<file path="src/rtl/pll_lock_ctrl.sv">
// rtl/pll_lock_ctrl.sv - SB_PLL40 reset/lock sequencer with retry, lock qualification and ready flag
// Runs on the PLL reference clock; all outputs decode from registered state.
module pll_lock_ctrl #(
  parameter int RESET_CYCLES   = 16,
  parameter int LOCK_TIMEOUT   = 65536,
  parameter int STABLE_CYCLES  = 1024,
  parameter int MAX_RETRIES    = 3,
  parameter int RETRY_W        = 4,
  parameter bit BYPASS_ON_FAIL = 1'b1
) (
  input  logic               clk,
  input  logic               resetn,
  input  logic               pll_lock,
  input  logic               restart,
  output logic               pll_resetb,
  output logic               pll_bypass,
  output logic               ready,
  output logic               fail,
  output logic               lock_lost,
  output logic [RETRY_W-1:0] retries,
  output logic [2:0]         state
);

  localparam int MAX_A = (RESET_CYCLES > LOCK_TIMEOUT) ? RESET_CYCLES : LOCK_TIMEOUT;
  localparam int MAX_P = (MAX_A > STABLE_CYCLES) ? MAX_A : STABLE_CYCLES;
  localparam int CNT_W = (MAX_P > 1) ? $clog2(MAX_P) : 1;

  localparam logic [CNT_W-1:0]   RESET_LAST   = CNT_W'(RESET_CYCLES - 1);
  localparam logic [CNT_W-1:0]   TIMEOUT_LAST = CNT_W'(LOCK_TIMEOUT - 1);
  localparam logic [CNT_W-1:0]   STABLE_LAST  = CNT_W'(STABLE_CYCLES - 1);
  localparam logic [RETRY_W-1:0] RETRY_LIMIT  = RETRY_W'(MAX_RETRIES);

  typedef enum logic [2:0] {
    S_HOLD      = 3'd0,
    S_WAIT_LOCK = 3'd1,
    S_STABLE    = 3'd2,
    S_RUN       = 3'd3,
    S_FAIL      = 3'd4
  } state_t;

  state_t             state_q;
  state_t             state_d;
  logic [CNT_W-1:0]   cnt;
  logic [RETRY_W-1:0] retries_q;
  logic               lock_lost_q;
  logic               lock_m;
  logic               lock_s;

  // LOCK is asynchronous to clk; only lock_s is used downstream.
  always_ff @(posedge clk or negedge resetn) begin
    if (!resetn) begin
      lock_m <= 1'b0;
      lock_s <= 1'b0;
    end else begin
      lock_m <= pll_lock;
      lock_s <= lock_m;
    end
  end

  // cnt is free-running in RUN/FAIL; nothing looks at it there.
  always_ff @(posedge clk or negedge resetn) begin
    if (!resetn) begin
      state_q     <= S_HOLD;
      cnt         <= '0;
      retries_q   <= '0;
      lock_lost_q <= 1'b0;
    end else begin
      state_q <= state_d;
      if (restart) begin
        cnt         <= '0;
        retries_q   <= '0;
        lock_lost_q <= 1'b0;
      end else begin
        cnt <= (state_d != state_q) ? '0 : cnt + CNT_W'(1);
        if (state_q == S_WAIT_LOCK && state_d == S_HOLD)
          retries_q <= retries_q + RETRY_W'(1);
        else if (state_q == S_STABLE && state_d == S_RUN)
          retries_q <= '0;
        if (state_q == S_RUN && !lock_s)
          lock_lost_q <= 1'b1;
      end
    end
  end

  always_comb begin
    state_d = state_q;
    case (state_q)
      S_HOLD: begin
        if (cnt == RESET_LAST) state_d = S_WAIT_LOCK;
      end
      S_WAIT_LOCK: begin
        // A lock arriving on the timeout cycle still counts as a lock.
        if (lock_s)
          state_d = S_STABLE;
        else if (cnt == TIMEOUT_LAST)
          state_d = (retries_q == RETRY_LIMIT) ? S_FAIL : S_HOLD;
      end
      S_STABLE: begin
        if (!lock_s)
          state_d = S_WAIT_LOCK;
        else if (cnt == STABLE_LAST)
          state_d = S_RUN;
      end
      S_RUN: begin
        if (!lock_s) state_d = S_HOLD;
      end
      S_FAIL:  state_d = S_FAIL;
      default: state_d = S_HOLD;
    endcase
    if (restart) state_d = S_HOLD;
  end

  always_comb begin
    pll_resetb = 1'b0;
    pll_bypass = 1'b0;
    ready      = 1'b0;
    fail       = 1'b0;
    case (state_q)
      S_WAIT_LOCK, S_STABLE: pll_resetb = 1'b1;
      S_RUN: begin
        pll_resetb = 1'b1;
        ready      = 1'b1;
      end
      S_FAIL: begin
        fail       = 1'b1;
        pll_bypass = BYPASS_ON_FAIL;
      end
      default: ;
    endcase
  end

  assign retries   = retries_q;
  assign lock_lost = lock_lost_q;
  assign state     = state_q;

endmodule

</file>
<file path="config.mk">
export PLATFORM = sky130hd
export DESIGN_NAME = pll_lock_ctrl
export DESIGN_NICKNAME = d
export VERILOG_FILES = /design/src/rtl/pll_lock_ctrl.sv
export SDC_FILE = /design/constraint.sdc
export NUM_CORES = 1
export LEC_CHECK = 0
export BUFFER_PORTS_ARGS = -buffer_cell sky130_fd_sc_hd__buf_2
export CORE_MARGIN = 4
export CORE_UTILIZATION = 50
export DETAILED_ROUTE_END_ITERATION = 12
export GPL_TIMING_DRIVEN = 0
export PLACE_DENSITY = 0.76
export REMOVE_ABC_BUFFERS = 1
export SLEW_MARGIN = 20
export SYNTH_ARGS = -nofsm -noshare
export SYNTH_HDL_FRONTEND = slang
export SYNTH_SLANG_ARGS = --single-unit
</file>
<file path="constraint.sdc">
create_clock -name clk -period 4.21 [get_ports clk]
set_clock_uncertainty 0.15 [all_clocks]
set_input_delay 0.2105 -clock clk [delete_from_list [all_inputs] [get_ports clk]]
set_output_delay 0.2105 -clock clk [all_outputs]
set_load 0.005 [all_outputs]
</file>
* Word-level counts from Yosys, hierarchy flattened
Cells that the tools add are included.
** Operators by class
- $add $sub $neg :: 2
- Eq/ne operators :: 10
- Multiplexer cells :: 19
- Reduce and logical (&&, ||, !) cells :: 9
** Operator list (count)
- two-way mux 16 bit :: 2
- two-way mux 3 bit :: 8
- adder 16 x 1 -> 16 bit, second input constant :: 1
- equality test 16 x 10 -> 1 bit, second input constant :: 1
- equality test 16 bit, second input constant :: 1
- equality test 16 x 4 -> 1 bit, second input constant :: 1
- case mux 3 bit (5 select lines) :: 1
- two-way mux 4 bit :: 3
- equality test 3 x 2 -> 1 bit, second input constant :: 3
- logical NOT 3 bit :: 2
- two-way mux 1 bit :: 5
- adder 4 x 1 -> 4 bit, second input constant :: 1
- equality test 4 x 2 -> 1 bit, second input constant :: 1
- equality test 3 x 1 -> 1 bit, second input constant :: 1
- equality test 3 bit, second input constant :: 1
- logical AND 1 bit :: 3
- inequality test 3 bit :: 1
- nonzero test 3 bit :: 1
- OR reduction 3 bit :: 1
- nonzero test 2 bit :: 1
- logical NOT 1 bit :: 1
** Word-level totals
- Bits in registers :: 26
- Bits of input ports :: 4
- Output and inout port bits :: 12

* Logic depth before layout (Yosys ltp)
Gate-level depths: netlist of run 1.
- Word-level depth :: 11
- Mapped depth :: 7
- Mapped depth without buffers :: 6

* Worst setup path before layout of run 1
No wires, ideal clock.
- Path kind :: register -> register
- From :: register cnt[0]
- To :: register cnt[10]
- Library setup time :: 0.126 ns
- Arrival time :: 1.927 ns
- Path slack :: 2.007 ns
- Stages on the path, launching flop included :: 7
- Buffers on the path :: 1
- Cell sequence :: dfrtp_1 ha_1 nand4_2 or4_4 o31ai_4 buf_4 a211oi_1
** Between the ends
- Longest elaborated chain between the ends :: 8
** RTL lines
- start: declaration :: RTL line 43 : logic [CNT_W-1:0] cnt;
- start signal: assignment :: RTL line 74 : cnt <= (state_d != state_q) ? '0 : cnt + CNT_W'(1);
- equality test 16 x 10 -> 1 bit / equality test 16 bit (equally long branches) :: RTL line 101, 95
- two-way mux 3 bit (on tied branches) :: RTL line 101, 95
- two-way mux 3 bit (on tied branches) :: RTL line 99, 93
- case mux 3 bit (5 select lines) :: RTL line 87 : case (state_q)
- two-way mux 3 bit :: RTL line 110 : if (restart) state_d = S_HOLD;
- inequality test 3 bit :: RTL line 74
- two-way mux 16 bit (*) :: RTL line 74
- two-way mux 16 bit (*) :: RTL line 69 : if (restart) begin
Mark *: on every way between the ends. The rest lies on a longest branch, timed or not.
A chain may end at the register's enable or synchronous reset.

* Worst setup path in the final report of run 1
- From :: register cnt[0]
- To :: register cnt[7]
Same word-level chain as after synthesis.

==> metrics.yaml, run 1 <==
drt-met1-wl_um: 1580
cts_buffers: 3
cts_tree: "done"
syn_area_mm2: 0.00160
vias: 1307
ys.flop_type: "dfrtp_1"
synth_edf_count: 0
rsz0062_at_grt: "false"
mostFrequentLayoutCells: "dfrtp_1 (26), nor2_1 (18), buf_2 (15), a211oi_1 (12), inv_1 (10)"
switching_share: 0.212
vdd_drop_max_v: 0.000118
path_clk_slew_ns: 0.15
period_needed_ns: 2.76
grt_pass1_wl_um: 6380
drc: 0
critPathLaunchType: "flop"
grt_max_degree: 27
setup-violations-final: 0
track_usage: 0.194
overflow: 0
post_cts_resized: 0
finalHoldViolCount: 0
end_kind: "flop"
power.leakage_nw: 0.737
final_common_cell: "dfrtp_1"
final-instance-count-excl-fill: 222
seq_power_share: 0.567
min_path_type: "flop to flop"
gp_congestion: 0.833
postRouteAntennaNets: 0
diodes: 0
syn_area_per_cell_um2: 9.80
crit_path_max_fanout: 11
status: "complete, no violations"
tns_ns: 0
n_fill_cell: 267
antenna_found_initial: 0
intPower_w: 0.000359
wl_met2_um: 1750
multi_input_area_um2: 871
start_util: 0.523
drive_gt1_frac: 0.185
die_w_um: 64.5
power_switching_w: 0.0000967
crit_type: "flop to flop"
regArea_um2: 651
io_buffers: 15
drv_slew: 0
timing.slew.headroom: 0.431
area_growth_pct: 10.9
hold_ws_ns: 0.225
via_per_inst: 5.89
dr_wl_met3_um: 139
finish.net_count: 185
grt_pass1_vias: 1315
place_ws_ns: 1.47
yosysUniqueCellTypes: 47
clk_path_buf_depth: 2
wirelength_um: 3510
io_pins: 16
fin_ws_ns: 1.45
post-route-period-util: 0.655
die_y_um: 64.5
crit_arrival_ns: 2.78
fp-row-count: 20
powerDensity_mw_per_mm2: 257
dp.cells: 215
drt-wirelength-per-cell_um: 15.8
clockRootBuffer: "clkbuf_4"
ys_async_sr_fraction: 1.00
max_freq_mhz: 362
pwr-share-comb: 0.055
maxCapViolCount: 0
yosysSeqAreaShare: 0.407
p_clk_frac: 0.378
dr.pass1.iters: 4
h-tree-depth: 1
core_region_area_mm2: 0.00305
ys_ff_latch: 26
dieArea_mm2: 0.00416
cts_sinks: 26
drtIter0Drc: 140
worst_slew_pin_slew_ns: 0.852
synth_cells: 163
highest_layer: "met4"
ys_warn_count: 0
clkLatencyLatePin_ns: 0.33
required_ns: 4.23
dp_hpwl_um: 2530
## sequential cells by signal, indices dropped and copies added, names as in the netlist
| signal | cells |
|---|---|
| cnt | 16 |
| retries | 4 |
| state | 3 |
| lock_lost | 1 |
| lock_m | 1 |
| lock_s | 1 |
## power by group through the flow
| stage | logic, W | registers (W) | clock network, W |
|---|---|---|---|
| floorplan | 0.0000121 | 0.000262 | 0 |
| global placement | 0.0000218 | 0.000263 | 0 |
| detailed placement | 0.0000232 | 0.000263 | 0 |
| CTS | 0.0000254 | 0.000258 | 0.000175 |
| global route | 0.0000288 | 0.000259 | 0.000188 |
| finish | 0.0000250 | 0.000258 | 0.000172 |
## worst max-delay path, cell delays in order, from the launching register on
cell and delay (ns):
dfrtp_1 0.43, ha_1 0.24, nand4_2 0.22, nor4_4 0.49, nor2_1 0.11, o311ai_2 0.78, a211oi_1 0.19
## Yosys cell counts, types with 3 or more instances
cell	n	area share
o211ai_1	3	0.014
nand3_1	8	0.025
nand2_1	5	0.012
dfrtp_1	26	0.41
inv_1	10	0.023
o21a_1	3	0.014
nand4_1	6	0.023
nor4_1	3	0.012
nor3_1	4	0.013
buf_4	3	0.014
a211oi_1	12	0.056
xor2_1	6	0.033
nor2_1	18	0.042
xnor2_1	8	0.044
o21ai_0	7	0.022
## final cells by class
cell class,instances,share of cell area
clock inverters,1,0.0169
inverters,10,0.0212
clock buffers,3,0.0127
repair buffers,18,0.0593
well taps,44,0.0311
flip-flops and latches,26,0.367
multi-input cells,120,0.492
## per-layer routing
metal  vias to the layer above  track usage
li1                        643            -
met1                       623        0.241
met2                        37        0.340
met3                         4       0.0329
met4                         0       0.0607
met5                         -            0
## timing repair
| item | CTS | global route |
|---|---|---|
| endpoints found under the hold margin | 29 | 0 |
| buffers inserted | 0 | 0 |
| hold buffers | 3 | 0 |
## cell families after synthesis
group / count (synthesis) / share of synthesized area
AOI/OAI and AO/OA: 39 / 0.197
adders and majority gates: 2 / 0.0157
xor gates and xnor gates: 14 / 0.0767
and+or+nand+nor: 65 / 0.251
buffers and inverters: 17 / 0.0525
DFF: 26 / 0.407
## worst paths after layout
kind                            startpoint  endpoint  slack, ns  depth (start not counted)
worst max-delay path                cnt[0]    cnt[7]       1.45                          6
worst min-delay path                lock_m    lock_s       0.23                          0
worst max register to register      cnt[0]    cnt[7]       1.45                          6
worst min register to register      lock_m    lock_s       0.23                          0
max in group asynchronous           resetn   cnt[13]       3.26                          2
min in group asynchronous           resetn    lock_m       0.25                          2
## per-stage QoR
step                      cell area (um2)  utilization  power [W]
after floorplan                      1550            -   0.000274
after global placement               1680        0.551   0.000284
after detailed placement             1690        0.553   0.000286
after CTS                            1770        0.580   0.000459
after global routing                 1770        0.580   0.000476
final                                1770        0.580   0.000456
Note: power is estimated with default switching activity, not from simulation.
==> run 2, diff against run 1 <==
- clock period: 4.21 -> 2.7 ns (I/O delays scaled with it)
==> metrics.yaml, run 2 (synthesized netlist as in run 1, its figures left out) <==
finish.net_count: 187
diodes: 0
postRouteAntennaNets: 0
cts_buffers: 3
core_region_area_mm2: 0.00305
reg2reg_to: "cnt[7]"
area_growth_pct: 12.5
final-instance-count-excl-fill: 224
drv_slew: 0
grt_max_degree: 27
die_y_um: 64.5
r2r_slack_ns: 0.16
wirelength_um: 3670
r2r-start: "state[0]"
vias: 1320
finalHoldViolCount: 0
antenna_found_initial: 0
h-tree-depth: 1
gp_congestion: 0.833
dieArea_mm2: 0.00416
largest_register_ffs: 16
clk_path_buf_depth: 2
dp.cells: 215
power.leakage_nw: 0.748
clkLatencyLatePin_ns: 0.32
start_util: 0.523
rsz0062_at_grt: "false"
vdd_drop_max_v: 0.000184
fp-row-count: 20
grt_pass1_vias: 1322
final_common_cell: "dfrtp_1"
startpoint: "state[0]"
drive_gt1_frac: 0.194
min_path_type: "primary input to asynchronous set/reset pin"
mostFrequentLayoutCells: "dfrtp_1 (26), nor2_1 (18), buf_2 (15), a211oi_1 (12), inv_1 (10)"
grt_pass1_wl_um: 6400
dr.pass1.iters: 6
crit_arrival_ns: 2.58
drtIter0Drc: 151
timing.slew.headroom: 0.554
hold_ws_ns: 0.180
drc: 0
max_freq_mhz: 394
worst_slew_pin_slew_ns: 0.669
period_needed_ns: 2.54
track_usage: 0.194
status: "complete, no violations"
drt-wirelength-per-cell_um: 16.4
critPathLaunchType: "flop"
io_pins: 16
crit_path_max_fanout: 11
place_area_mm2: 0.00169
die_w_um: 64.5
end_kind: "flop"
design_area_mm2: 0.00180
cts_tree: "done"
setup-violations-final: 0
io_buffers: 15
dp_hpwl_um: 2530
maxCapViolCount: 0
worstRegToRegCells: 5
overflow: 0
regMostFlops: "cnt"
post-route-period-util: 0.939
required_ns: 2.74
via_per_inst: 5.89
cts_sinks: 26
fin_total_pwr_w: 0.000711
crit_type: "flop to flop"
clockRootBuffer: "clkbuf_4"
path_clk_slew_ns: 0.15
powerDensity_mw_per_mm2: 395
[run 2: critical path: stages (launching register included)]
cell       delay, ns
dfrtp_1         0.55
inv_1           0.16
or4_1           0.63
nor3_1          0.39
nand4bb_2       0.38
a211oi_1        0.14
[run 2: how the worst max path moves through the flow]
stage                     slack (ns)       to
after detailed placement       -0.04   cnt[7]
final                           0.16   cnt[7]
after CTS                       0.09   cnt[7]
after floorplan                 0.23   cnt[0]
after global placement         -0.29  cnt[15]
after global routing           0.007   cnt[7]
[run 2: power breakdown]
part           internal (W)  total (W)  switching [W]  leakage [nW]
sequential         0.000396   0.000403     0.00000727         0.356
clock              0.000150   0.000268       0.000118        0.0279
combinational     0.0000140  0.0000394      0.0000253         0.364
[run 2: layer usage]
layer / share of wire / vias to the layer above / global-route usage
li1: - / 648 / -
met1: 0.44 / 637 / 0.242
met2: 0.51 / 31 / 0.341
met3: 0.038 / 4 / 0.0329
met4: 0.011 / 0 / 0.0607
met5: 0 / - / 0
[run 2: area by class of cell]
| cell class | instances | area, um2 |
|---|---|---|
| clock buffer | 3 | 22.5 |
| clock inverter | 1 | 30.0 |
| fill | 264 | 1260 |
| inverter | 10 | 37.5 |
| multi-input combinational | 120 | 881 |
| sequential | 26 | 651 |
| tap | 44 | 55.1 |
| timing repair buffer | 20 | 120 |
[run 2: per-stage QoR]
step / setup WS, ns / util / setup TNS [ns]
after global placement: -0.290 / 0.551 / -3.09
after floorplan: 0.230 / - / 0
after CTS: 0.0950 / 0.584 / 0
after detailed placement: -0.0371 / 0.553 / -0.0418
after global routing: 0.00716 / 0.589 / 0
final: 0.164 / 0.589 / 0
[run 2: what timing repair did]
action                                 CTS  global route
pin swaps                                0             2
setup endpoints to repair                6            12
endpoints found under the hold margin   29             0
setup buffers                            0             2
hold buffers                             3             0
gates resized for setup                  1             0
==> run 3, diff against run 2 <==
- REMOVE_ABC_BUFFERS: 1 -> not set
==> metrics.yaml, run 3 (synthesized netlist as in run 1, its figures left out) <==
end_kind: "flop"
core_region_area_mm2: 0.00305
reg2reg_to: "cnt[13]"
regArea_um2: 651
crit_arrival_ns: 2.61
power_switching_w: 0.000150
worstRegToRegCells: 7
tns_ns: 0
crit_path_max_fanout: 10
mostFrequentLayoutCells: "dfrtp_1 (26), nor2_1 (18), buf_2 (16), a211oi_1 (12), inv_1 (10)"
dr.pass1.iters: 4
required_ns: 2.78
h-tree-depth: 1
n_fill_cell: 283
slowest_stage: "nor4_4"
track_usage: 0.176
die_w_um: 64.5
r2r-start: "cnt[0]"
grt_pass1_wl_um: 5860
start_util: 0.523
postRouteAntennaNets: 0
io_buffers: 15
overflow: 0
p_clk_frac: 0.279
place_area_mm2: 0.00173
vias: 1368
vdd_drop_max_v: 0.000258
clk_path_buf_depth: 2
cts_setup_buffers: 0
drive_gt1_frac: 0.196
power.leakage_nw: 0.755
io_pins: 16
cts_sinks: 26
setup-violations-final: 0
powerDensity_mw_per_mm2: 344
fin_total_pwr_w: 0.000613
seq_power_share: 0.657
antenna_found_initial: 0
multi_input_area_um2: 863
diodes: 0
min_path_type: "primary input to asynchronous set/reset pin"
clockRootBuffer: "clkbuf_4"
design_area_mm2: 0.00178
crit_type: "flop to flop"
cts_hold_buf: 3
status: "complete, no violations"
fin_util: 0.583
cts_tree: "done"
die_y_um: 64.5
post_cts_resized: 0
rsz0062_at_grt: "false"
intPower_w: 0.000463
synth_nets: 169
wirelength_um: 3470
place_ws_ns: 0.218
finish.net_count: 192
dp_hpwl_um: 2540
fin_ws_ns: 0.171
period_needed_ns: 2.53
path_clk_slew_ns: 0.14
gp_congestion: 0.928
drt-wirelength-per-cell_um: 15.2
cp_cell_sequence: "ha_1 -> nand4_2 -> nor4_4 -> nor3_1 -> nand4bb_2 -> buf_6 -> a211oi_1"
max_stage_delay_ns: 0.50
grt_pass1_vias: 1280
drtIter0Drc: 52
via_per_inst: 6.00
switching_share: 0.245
pwr-share-comb: 0.064
critPathLaunchType: "flop"
grt_max_degree: 27
finalHoldViolCount: 0
drc: 0
timing.slew.headroom: 0.581
dieArea_mm2: 0.00416
max_freq_mhz: 395
maxCapViolCount: 0
drv_slew: 0
area_growth_pct: 11.4
worst_slew_pin_slew_ns: 0.619
clkLatencyLatePin_ns: 0.33
r2r_slack_ns: 0.17
final_common_cell: "dfrtp_1"
regMostFlops: "cnt"
post-route-period-util: 0.937
cts_buffers: 3
fp-row-count: 20
largest_register_ffs: 16
## run 3: cell types whose count changed in the layout (fill, tap and decap cells not counted), sizes merged
cell | before | now
clkbuf | 3 | 5
bufinv | 1 | 0
buf | 17 | 20
## run 3: metrics by stage
stage	instances	hold slack (ns)
after global placement	222	0.00355
after global routing	228	0.215
after floorplan	163	-0.311
after CTS	228	0.187
after detailed placement	222	0.0119
final	228	0.167
## run 3: layout make-up
cell class / instances / area share
plain buffers: 7 / 0.0260
clock buffers: 3 / 0.0126
inverters: 10 / 0.0211
multi-input cells: 120 / 0.485
flip-flops and latches: 26 / 0.365
well taps: 44 / 0.0309
repair buffers: 18 / 0.0590
## run 3: critical path: cells and delay by family (launching register included)
family	cells	cell delay, ns
and+or+nand+nor	4	1.17
DFF	1	0.42
AOI/OAI and AO/OA	1	0.28
adders and majority gates	1	0.24
buffers and inverters	1	0.17
## run 3: how the worst max path moves through the flow
stage	start	to	slack, ns	depth (start not counted)
floorplan	cnt[0]	cnt[10]	0.50	6
global placement	cnt[0]	cnt[10]	0.26	6
detailed placement	cnt[0]	cnt[13]	0.22	6
CTS	cnt[0]	cnt[13]	0.20	6
global route	cnt[0]	retries[2]	0.01	6
finish	cnt[0]	cnt[13]	0.17	7
## run 3: power groups by stage
stage	registers (W)	logic, W	clock network (W)
global route	0.000404	0.0000444	0.000191
floorplan	0.000409	0.0000200	0
CTS	0.000403	0.0000397	0.000170
global placement	0.000410	0.0000351	0
detailed placement	0.000410	0.0000361	0
finish	0.000403	0.0000394	0.000171
## run 3: layer usage
| layer | GRT usage | vias up | wire, um |
|---|---|---|---|
| met2 | 0.313 | 33 | 1690 |
| met5 | 0 | - | 0 |
| met4 | 0.0554 | 0 | 81 |
| met3 | 0.0225 | 10 | 132 |
| li1 | - | 658 | - |
| met1 | 0.221 | 667 | 1570 |
